==> src/rtl/relu_layer_sequencer.sv <==
// relu_layer_sequencer
// Streams an N_ELEM-element signed fixed-point vector from an input memory through one
// shared ReLU datapath into an output memory, counting strictly positive elements.
// Block-level control follows the ap_ctrl_hs handshake.
//
// Ports:
//   ap_clk, ap_rst             clock (rising edge) and synchronous active-high reset
//   ap_start                   request to process one vector (sampled only in IDLE)
//   ap_done, ap_ready          one-cycle pulse when the vector is complete
//   ap_idle                    high while waiting for ap_start
//   x_address0, x_ce0, x_q0    input memory read port (data one cycle after x_ce0)
//   y_address0, y_ce0, y_we0   output memory write port
//   y_d0                       ReLU result, DATA_W-1 bits
//   n_pos                      count of elements > 0, stable from ap_done to next start
module relu_layer_sequencer #(
    parameter int DATA_W = 32,
    parameter int N_ELEM = 16,
    parameter int ADDR_W = 4
) (
    input  logic              ap_clk,
    input  logic              ap_rst,
    input  logic              ap_start,
    output logic              ap_done,
    output logic              ap_idle,
    output logic              ap_ready,
    output logic [ADDR_W-1:0] x_address0,
    output logic              x_ce0,
    input  logic [DATA_W-1:0] x_q0,
    output logic [ADDR_W-1:0] y_address0,
    output logic              y_ce0,
    output logic              y_we0,
    output logic [DATA_W-2:0] y_d0,
    output logic [ADDR_W:0]   n_pos
);

    localparam logic [1:0] StIdle = 2'd0;
    localparam logic [1:0] StRun  = 2'd1;
    localparam logic [1:0] StDone = 2'd2;

    localparam logic [ADDR_W:0]   NElem    = (ADDR_W + 1)'(N_ELEM);
    localparam logic [ADDR_W-1:0] LastAddr = ADDR_W'(N_ELEM - 1);

    logic [1:0]        state_q, state_d;
    logic [ADDR_W:0]   rd_idx_q, rd_idx_d;   // next element to read
    logic              x_ce_q, x_ce_d;
    logic [ADDR_W-1:0] x_addr_q, x_addr_d;
    logic              wr_vld_q, wr_vld_d;   // x_q0 carries valid data this cycle
    logic [ADDR_W-1:0] y_addr_q, y_addr_d;
    logic [DATA_W-2:0] y_hold_q, y_hold_d;   // last written result, held between writes
    logic [ADDR_W:0]   n_pos_q, n_pos_d;

    logic              x_pos;
    logic [DATA_W-2:0] relu_val;

    always_comb begin
        // Strictly positive: sign clear and at least one magnitude bit set.
        x_pos    = ~x_q0[DATA_W-1] & (|x_q0[DATA_W-2:0]);
        relu_val = x_pos ? x_q0[DATA_W-2:0] : '0;

        state_d  = state_q;
        rd_idx_d = rd_idx_q;
        x_ce_d   = 1'b0;
        x_addr_d = x_addr_q;
        wr_vld_d = 1'b0;
        y_addr_d = y_addr_q;
        y_hold_d = y_hold_q;
        n_pos_d  = n_pos_q;

        case (state_q)
            StIdle: begin
                if (ap_start) begin
                    state_d  = StRun;
                    x_ce_d   = 1'b1;
                    x_addr_d = '0;
                    rd_idx_d = (ADDR_W + 1)'(1);
                    n_pos_d  = '0;
                end
            end
            StRun: begin
                if (rd_idx_q < NElem) begin
                    x_ce_d   = 1'b1;
                    x_addr_d = rd_idx_q[ADDR_W-1:0];
                    rd_idx_d = rd_idx_q + (ADDR_W + 1)'(1);
                end
                // Write side trails the read side by one cycle.
                wr_vld_d = x_ce_q;
                if (x_ce_q) begin
                    y_addr_d = x_addr_q;
                end
                if (wr_vld_q) begin
                    y_hold_d = relu_val;
                    if (x_pos) begin
                        n_pos_d = n_pos_q + (ADDR_W + 1)'(1);
                    end
                    if (y_addr_q == LastAddr) begin
                        state_d = StDone;
                    end
                end
            end
            StDone: begin
                state_d = StIdle;
            end
            default: begin
                state_d = StIdle;
            end
        endcase
    end

    always_ff @(posedge ap_clk) begin
        if (ap_rst) begin
            state_q  <= StIdle;
            rd_idx_q <= '0;
            x_ce_q   <= 1'b0;
            x_addr_q <= '0;
            wr_vld_q <= 1'b0;
            y_addr_q <= '0;
            y_hold_q <= '0;
            n_pos_q  <= '0;
        end else begin
            state_q  <= state_d;
            rd_idx_q <= rd_idx_d;
            x_ce_q   <= x_ce_d;
            x_addr_q <= x_addr_d;
            wr_vld_q <= wr_vld_d;
            y_addr_q <= y_addr_d;
            y_hold_q <= y_hold_d;
            n_pos_q  <= n_pos_d;
        end
    end

    always_comb begin
        ap_idle    = (state_q == StIdle);
        ap_done    = (state_q == StDone);
        ap_ready   = (state_q == StDone);
        x_ce0      = x_ce_q;
        x_address0 = x_addr_q;
        y_ce0      = wr_vld_q;
        y_we0      = wr_vld_q;
        y_address0 = y_addr_q;
        // The result is combinational from x_q0 on write cycles, otherwise the held value.
        y_d0       = wr_vld_q ? relu_val : y_hold_q;
        n_pos      = n_pos_q;
    end

endmodule

==> config.mk <==
export PLATFORM = sky130hd
export DESIGN_NAME = relu_layer_sequencer
export DESIGN_NICKNAME = d
export VERILOG_FILES = /design/src/rtl/relu_layer_sequencer.sv
export SDC_FILE = /design/constraint.sdc
export NUM_CORES = 1
export LEC_CHECK = 0
export BUFFER_PORTS_ARGS = -buffer_cell sky130_fd_sc_hd__buf_2
export CORE_ASPECT_RATIO = 0.9
export CORE_UTILIZATION = 34
export DETAILED_ROUTE_END_ITERATION = 12
export PLACE_DENSITY_LB_ADDON = 0.25
export SETUP_SLACK_MARGIN = 0.15
export SYNTH_ARGS = -nofsm -noshare
export SYNTH_HDL_FRONTEND = slang
export SYNTH_SLANG_ARGS = --single-unit
==> constraint.sdc <==
create_clock -name ap_clk -period 1.85 [get_ports ap_clk]
set_input_delay 0.0925 -clock ap_clk [delete_from_list [all_inputs] [get_ports ap_clk]]
set_output_delay 0.0925 -clock ap_clk [all_outputs]
set_load 0.02 [all_outputs]
==> summary.txt, run 1 <==
Starting DRT DRC Count -> 103
Max-Cap Viols -> 0
H-tree depth -> 2
# diodes -> 0
Leading register cell type out of synthesis -> dfxtp_1
Peak VDD IR -> 0.230 mV
First-pass GRT wire length -> 9490 um
Distinct cells, synth -> 30
Asr flop ratio synth -> 0
TritonRoute pass-1 iters -> 5
Post-route insts no fill -> 425
Drc violations -> 0
WP data required -> 1.76 ns
Final worst-path cycle share -> 0.868
GP Congestion -> 0.807
Rows -> 28
DP Worst Slack -> 0.140 ns
WL/cell -> 14.6 um
# nets final -> 371
Syn_nets -> 295
Fin. max-slew vios -> 0
Final Skew -> 0.0104 ns
PD cells -> 686 nW/um^2
Slew HR -> 0.736
P_sw -> 514 uW
Area Growth Syn to Fin -> 26.9%
RSZ-0062 raised after global routing -> no
Die area -> 7090 um^2
Synth Instances -> 258
Status -> finished, final reports clean
Sw Share -> 0.257
Die Wd -> 88.6 um
CP Capture Type -> output pin
Top cells by instance count after synthesis -> dfxtp_1, nor2_1, a22oi_1
Fin. Hold Viols -> 0
Least-Margin Pin Slew -> 0.396 ns
Detail Route Antenna Nets -> 0
GRT overflow -> 0
TritonCTS Buffers -> 5
Core Box Area -> 6550 um^2
DRT Wirelength -> 6190 um
Clk network pwr share -> 0.320
Post-Syn Area -> 2300 um^2
Port bufs -> 84
CTS tree -> yes
Yosys reg bits -> 53
Sequential area share after synthesis -> 0.462
Initial Util -> 0.350
Initial antenna violation count -> 1
PnR Total Power -> 2000 uW
Final setup violation count -> 0
Setup ws final -> 0.244 ns
Gr usage total -> 0.174
Synth Warn # -> 0
Seq pwr share -> 0.583
Crit path arrival time -> 1.51 ns
Vias in the first global route -> 1955
Largest net degree at the start of global routing -> 33
Min-delay worst type -> input port to flop
Minimum clock period -> 1.61 ns
Reg clk slew, reported paths -> 0.10 ns
P_leak -> 0.00124 uW
P_int -> 1480 uW
Critical setup path kind -> input port to output pin
Gate power share -> 0.098
Achievable Freq -> 623 MHz
DR vias -> 2276
Clk Latency, worst-skew pair -> 0.31 ns
Die height -> 80.0 um
Most area-hungry cell type in the Yosys netlist -> dfxtp_1
# IOs -> 85
Placed Cells -> 417
Vias per Instance -> 5.36
Yosys top cell area share -> 0.462
TNS Setup -> 0 ns
Clock buffer depth -> 2
Sinks on Clock Net -> 53
Post-CTS setup buffers -> 0
Hpwl dp -> 4300 um
Critical path launch point type -> input port
Share of layout cells above drive strength 1 -> 0.316
Ranking of synthesized cells by area -> dfxtp_1, a22o_1, a22oi_1
Fill cells -> 684
Post-synth EDFFs -> 0
CP max FO -> 31
Most common cell in the netlist -> dfxtp_1
CTS root buffer -> clkbuf_8
Syn avg cell area -> 8.90 um^2
[flip-flops by register name, indices dropped and copies added (netlist names)]
| register | count |
|---|---|
| x_ce0 | 1 |
| state_q | 2 |
| x_address0 | 4 |
| y_hold_q | 31 |
| y_address0 | 4 |
| y_ce0 | 1 |
| rd_idx_q | 5 |
| n_pos | 5 |
[kinds of logic (layout without fill, tap and decap cells)]
family,Yosys count,after routing,share of synthesized area
fa+ha+maj,2,2,0.0109
buf+inv,24,101,0.0474
simple gates,96,96,0.198
compound gates,80,80,0.270
flops,53,53,0.462
xor+xnor,2,2,0.00763
mux,1,1,0.00436
[final cells by class]
| class | count | area, um^2 | share of cell area |
|---|---|---|---|
| Multi-Input combinational cell | 181 | 1160 | 0.397 |
| Clock inverter | 2 | 10.0 | 0.00344 |
| Clock buffer | 6 | 72.6 | 0.0249 |
| Timing Repair Buffer | 92 | 497 | 0.171 |
| Inverter | 1 | 3.75 | 0.00129 |
| Sequential cell | 53 | 1060 | 0.364 |
| Tap cell | 90 | 113 | 0.0387 |
[layer usage]
layer  GRT usage  up-vias  share of wire
met5           0        -              0
met4      0.0710        0          0.021
met3      0.0445       14          0.061
met2       0.250       78           0.42
met1       0.245     1072           0.49
li1            -     1112              -
[layout by cell type, fill, tap and decap left out, types with 7 or more instances in the layout]
cell and instances:
a21oi_1 7, a22o_1 31, a22oi_1 35, buf_2 84, dfxtp_1 53, nand2_1 11
nand3_1 9, nor2_1 42, nor3_1 7
[worst max-delay path: stages]
cell,delay (ns)
buf_2,0.12
nor4_2,0.31
nand4_1,0.22
nor2_2,0.17
nor2_2,0.07
buf_12,0.16
a22o_1,0.22
buf_2,0.16
[metrics by stage]
stage | cell area [um^2] | util | hold WS (ns)
after floorplan | 2300 | - | 0.253
after global placement | 2800 | 0.427 | 0.376
after detailed placement | 2800 | 0.427 | 0.383
after CTS | 2890 | 0.441 | 0.0616
after global routing | 2910 | 0.445 | 0.0768
final | 2910 | 0.445 | 0.0645
[repair_timing]
item                       4_1_cts  5_1_grt
hold buffers                     0        0
resized for setup                1        5
pin swaps                        0        2
setup endpoints to repair       16       56
[power by group through the flow]
stage / combinational (uW) / clock (uW) / sequential (uW)
finish: 195 / 639 / 1160
global route: 215 / 705 / 1170
CTS: 192 / 656 / 1160
detailed placement: 190 / 0 / 1190
global placement: 190 / 0 / 1190
floorplan: 91.7 / 0 / 1190
[final timing paths]
kind	end	start	slack, ns	cells after the start
worst max register to register	y_hold_q[27]$_SDFFE_PP0N_	state_q[0]$_SDFFE_PP0P_	0.34	6
worst max-delay path	y_d0[25]	x_q0[3]	0.24	8
worst min-delay path	y_hold_q[17]$_SDFFE_PP0N_	x_q0[17]	0.06	3
worst min register to register	y_address0[2]$_SDFFE_PP0P_	y_address0[2]$_SDFFE_PP0P_	0.48	2
No activity file was read; power rests on OpenSTA's default activity.
==> run 2: changes to the inputs <==
BUFFER_PORTS_ARGS = not set   (was -buffer_cell sky130_fd_sc_hd__buf_2)
DONT_BUFFER_PORTS = 1   (was not set)
==> run 2 against run 1 <==
- combinational power fell by 10%
- largest power group unchanged
- critical endpoint is now y_d0[1]
- highest routed layer unchanged
- design area fell by 2.0%
- power rose by 13%
- register-to-register slack got worse by 0.02 ns
- clock-buffer cell count fell by 1
==> summary.txt, run 2 (same netlist as run 1, synthesis figures left out) <==
Hpwl dp -> 3760 um
Die area -> 7090 um^2
M3 GR Usage -> 0.0527
Reg clk slew, reported paths -> 0.10 ns
TritonCTS Buffers -> 5
DR vias -> 2076
Final worst-path cycle share -> 0.853
GP Congestion -> 0.728
Detail Route Antenna Nets -> 0
DP Area -> 2390 um^2
Final Skew -> 0.0114 ns
Reg2reg path depth -> 6
Fin. Hold Viols -> 0
TritonRoute pass-1 iters -> 4
Die Wd -> 88.6 um
Initial Util -> 0.350
WP data required -> 1.76 ns
Largest net degree at the start of global routing -> 55
CTS tree -> yes
Slew HR -> 0.736
First-pass GRT wire length -> 9580 um
RSZ-0062 raised after global routing -> no
Crit path arrival time -> 1.49 ns
# IOs -> 85
Min-delay worst type -> input port to flop
Worst Hold Depth -> 2
GRT overflow -> 0
Port bufs -> 0
Fill cells -> 659
DP Worst Slack -> 0.295 ns
Drc violations -> 0
WL/cell -> 16.4 um
P_leak -> 0.000997 uW
Minimum clock period -> 1.58 ns
Fin. max-slew vios -> 0
Status -> finished, final reports clean
Share of layout cells above drive strength 1 -> 0.0704
# diodes -> 0
Vias per Instance -> 5.55
Hold Worst Slack -> 0.0763 ns
Post-CTS setup buffers -> 0
CTS root buffer -> clkbuf_8
CP max FO -> 32
Most common cell after layout, fill and taps aside -> dfxtp_1
Met1 track demand over resource -> 0.231
Critical setup path kind -> flop to output pin
Most frequent cells in the layout -> dfxtp_1, nor2_1, a22oi_1
Starting DRT DRC Count -> 133
Register with the most flip-flops -> y_hold_q
Worst r2r src -> state_q[0]$_SDFFE_PP0P_
Final setup violation count -> 0
Reg2reg setup slack -> 0.32 ns
Area Growth Syn to Fin -> 24.3%
Achievable Freq -> 633 MHz
Rows -> 28
R2r endpoint -> y_hold_q[24]$_SDFFE_PP0N_
Clk Latency, worst-skew pair -> 0.30 ns
PD cells -> 791 nW/um^2
Peak VDD IR -> 0.365 mV
H-tree depth -> 2
# nets final -> 320
Setup ws final -> 0.271 ns
Design Area, Final -> 2850 um^2
Die height -> 80.0 um
CP Capture Type -> output pin
Initial antenna violation count -> 0
Max reg flops -> 31
Global-route layer with the greatest usage -> met2
Least-Margin Pin Slew -> 0.396 ns
PnR Total Power -> 2260 uW
Max-Cap Viols -> 0
Sinks on Clock Net -> 53
TNS Setup -> 0 ns
Min-Delay Endpoint -> state_q[0]$_SDFFE_PP0P_
Critical path launch point type -> flop
Storage cell area -> 1060 um^2
DRT Wirelength -> 6130 um
Vias in the first global route -> 1964
Core Box Area -> 6550 um^2
M2 GR Usage -> 0.278
Gr usage total -> 0.175
Clock buffer depth -> 2
Multi-input logic area -> 1130 um^2
Critical hold path startpoint -> ap_start
[run 2: area by class of cell]
class / instances / share of cell area
Timing Repair Buffer: 41 / 0.145
Tap cell: 90 / 0.0395
Multi-Input combinational cell: 181 / 0.395
Clock inverter: 3 / 0.0228
Inverter: 1 / 0.00132
Clock buffer: 5 / 0.0241
Sequential cell: 53 / 0.372
[run 2: worst max-delay path by stage]
stage / from / end / slack (ns) / depth (start not counted)
6_report: y_ce0$_SDFF_PP0_ / y_d0[1] / 0.27 / 4
5_1_grt: state_q[0]$_SDFFE_PP0P_ / y_hold_q[7]$_SDFFE_PP0N_ / 0.17 / 6
4_1_cts: y_ce0$_SDFF_PP0_ / y_d0[1] / 0.19 / 4
3_5_place_dp: x_q0[16] / n_pos[0]$_SDFFE_PP0P_ / 0.30 / 5
3_3_place_gp: x_q0[16] / n_pos[0]$_SDFFE_PP0P_ / 0.31 / 5
2_1_floorplan: y_ce0$_SDFF_PP0_ / n_pos[3]$_SDFFE_PP0P_ / 0.34 / 7
[run 2: report_power, final]
group | leakage, uW | switching [uW] | internal, uW
clock | 0.0000681 | 377 | 538
combinational | 0.000501 | 93.6 | 81.7
sequential | 0.000428 | 16.6 | 1150
[run 2: what timing repair did]
action	4_1_cts	5_1_grt
endpoints found under the hold margin	53	0
gates resized for setup	0	1
hold buffers	32	0
endpoints found under the setup margin	0	31
[run 2: routing by layer]
metal | wire (um) | vias up | share of wire
met5 | 0 | - | 0
met1 | 2980 | 1006 | 0.49
met3 | 351 | 2 | 0.057
met4 | 36 | 0 | 0.0059
li1 | - | 1005 | -
met2 | 2770 | 63 | 0.45
[run 2: critical path: stages (launching register included)]
cell and delay, ns:
dfxtp_1 0.32, buf_4 0.18, inv_1 0.08, buf_6 0.27, a22o_1 0.33
[run 2: through the flow]
| step | util | cells |
|---|---|---|
| 6_report | 0.436 | 374 |
| 5_1_grt | 0.436 | 374 |
| 4_1_cts | 0.435 | 374 |
| 3_5_place_dp | 0.364 | 334 |
| 3_3_place_gp | 0.364 | 334 |
| 2_1_floorplan | - | 258 |
==> run 3: changes to the inputs <==
MAX_ROUTING_LAYER = met4   (was not set)
==> run 3 against run 2 <==
- final cell count stayed put
- via count hardly changed
- critical path depth stayed put
- maximum frequency is 0.15% higher
- highest routed layer unchanged
- sequential share of layout area stayed put
- clock-buffer cell count stayed put
- core utilization stayed put
- first-iteration DRC count is 2.3% higher
- clock skew is 0.0028 ns lower
==> summary.txt, run 3 (same netlist as run 1, synthesis figures left out) <==
Drc violations -> 0
Gr usage total -> 0.181
Core Box Area -> 6550 um^2
Least-Margin Pin Slew -> 0.397 ns
Gate power share -> 0.078
Critical setup path kind -> flop to output pin
Detail Route Antenna Nets -> 0
CP Capture Type -> output pin
RSZ-0062 raised after global routing -> no
Fin. Hold Viols -> 0
Final Skew -> 0.00860 ns
Critical path launch point type -> flop
WL/cell -> 16.5 um
Share of layout cells above drive strength 1 -> 0.0704
Most common cell after layout, fill and taps aside -> dfxtp_1
Placed Cells -> 334
PD cells -> 792 nW/um^2
Largest net degree at the start of global routing -> 55
Port bufs -> 0
Sinks on Clock Net -> 53
CTS root buffer -> clkbuf_8
P_sw -> 490 uW
Final worst-path cycle share -> 0.852
Seq pwr share -> 0.517
Status -> finished, final reports clean
Register with the most flip-flops -> y_hold_q
P_leak -> 0.000997 uW
Fin. max-slew vios -> 0
# IOs -> 85
Slew HR -> 0.735
Max reg flops -> 31
Initial antenna violation count -> 0
Crit path arrival time -> 1.48 ns
Vias per Instance -> 5.55
Starting DRT DRC Count -> 136
Hold Worst Slack -> 0.0960 ns
Minimum clock period -> 1.58 ns
Peak VDD IR -> 0.365 mV
Rows -> 28
H-tree depth -> 2
WP data required -> 1.76 ns
Clock buffer depth -> 2
Min-delay worst type -> input port to flop
Worst Hold Depth -> 2
Die height -> 80.0 um
Max-Cap Viols -> 0
Hpwl dp -> 3760 um
Area Growth Syn to Fin -> 24.3%
Final setup violation count -> 0
Clk network pwr share -> 0.405
DR vias -> 2077
TritonRoute pass-1 iters -> 4
Reg2reg path depth -> 6
Reg clk slew, reported paths -> 0.10 ns
Post-route insts no fill -> 374
First-pass GRT wire length -> 9600 um
# diodes -> 0
Most frequent cells in the layout -> dfxtp_1, nor2_1, a22oi_1
Achievable Freq -> 634 MHz
TritonCTS Buffers -> 5
Die Wd -> 88.6 um
Clk Latency, worst-skew pair -> 0.30 ns
Die area -> 7090 um^2
CP max FO -> 32
CTS tree -> yes
GRT overflow -> 0
TNS Setup -> 0 ns
DRT Wirelength -> 6170 um
P_int -> 1770 uW
Initial Util -> 0.350
Sw Share -> 0.217
GP Congestion -> 0.737
Vias in the first global route -> 1957
# nets final -> 320
[run 3: cell counts in the layout (fill, tap and decap cells not counted)]
No cell type changed its count.
[run 3: what timing repair did]
| action | CTS | global route |
|---|---|---|
| hold buffers | 32 | 0 |
| gates resized for setup | 0 | 1 |
| setup buffers | 0 | 0 |
| setup endpoints to repair | 0 | 31 |
| hold endpoints to repair | 53 | 0 |
[run 3: area by class of cell]
cell class	instances	area [um^2]
sequential	53	1060
timing repair buffer	41	414
tap	90	113
multi-input combinational	181	1130
fill	659	3700
clock inverter	3	65.1
clock buffer	5	68.8
inverter	1	3.75
[run 3: through the flow]
step / instance area [um^2] / power [uW] / worst slack [ns] / util
finish: 2850 / 2260 / 0.274 / 0.436
global route: 2850 / 2350 / 0.173 / 0.436
CTS: 2850 / 2300 / 0.185 / 0.435
detailed placement: 2390 / 1290 / 0.295 / 0.364
global placement: 2390 / 1290 / 0.307 / 0.364
floorplan: 2300 / 1280 / 0.337 / -
[run 3: final timing paths]
kind                                 start                   endpoint  slack (ns)
setup / recovery          y_ce0$_SDFF_PP0_                    y_d0[1]        0.27
setup reg to reg   state_q[0]$_SDFFE_PP0P_  y_hold_q[24]$_SDFFE_PP0N_        0.33
hold / removal                    ap_start    state_q[0]$_SDFFE_PP0P_         0.1
hold reg to reg   y_hold_q[0]$_SDFFE_PP0N_   y_hold_q[0]$_SDFFE_PP0N_        0.51
[run 3: per-layer routing]
metal  vias to the layer above  global-route usage  share of wire
met4                         0              0.0452         0.0058
li1                       1007                   -              -
met2                        75               0.277           0.46
met5                         -                   -              0
met1                       993               0.237           0.46
met3                         2              0.0465          0.080
[run 3: critical path: stages, from the launching register on]
cell	delay, ns
dfxtp_1	0.32
buf_4	0.18
inv_1	0.08
buf_6	0.26
a22o_1	0.33
[run 3: power groups by stage]
stage | registers (uW) | logic, uW | clock network (uW)
final | 1170 | 176 | 917
after global routing | 1170 | 191 | 991
after CTS | 1170 | 175 | 952
after detailed placement | 1190 | 98.9 | 0
after global placement | 1190 | 98.7 | 0
after floorplan | 1190 | 91.7 | 0
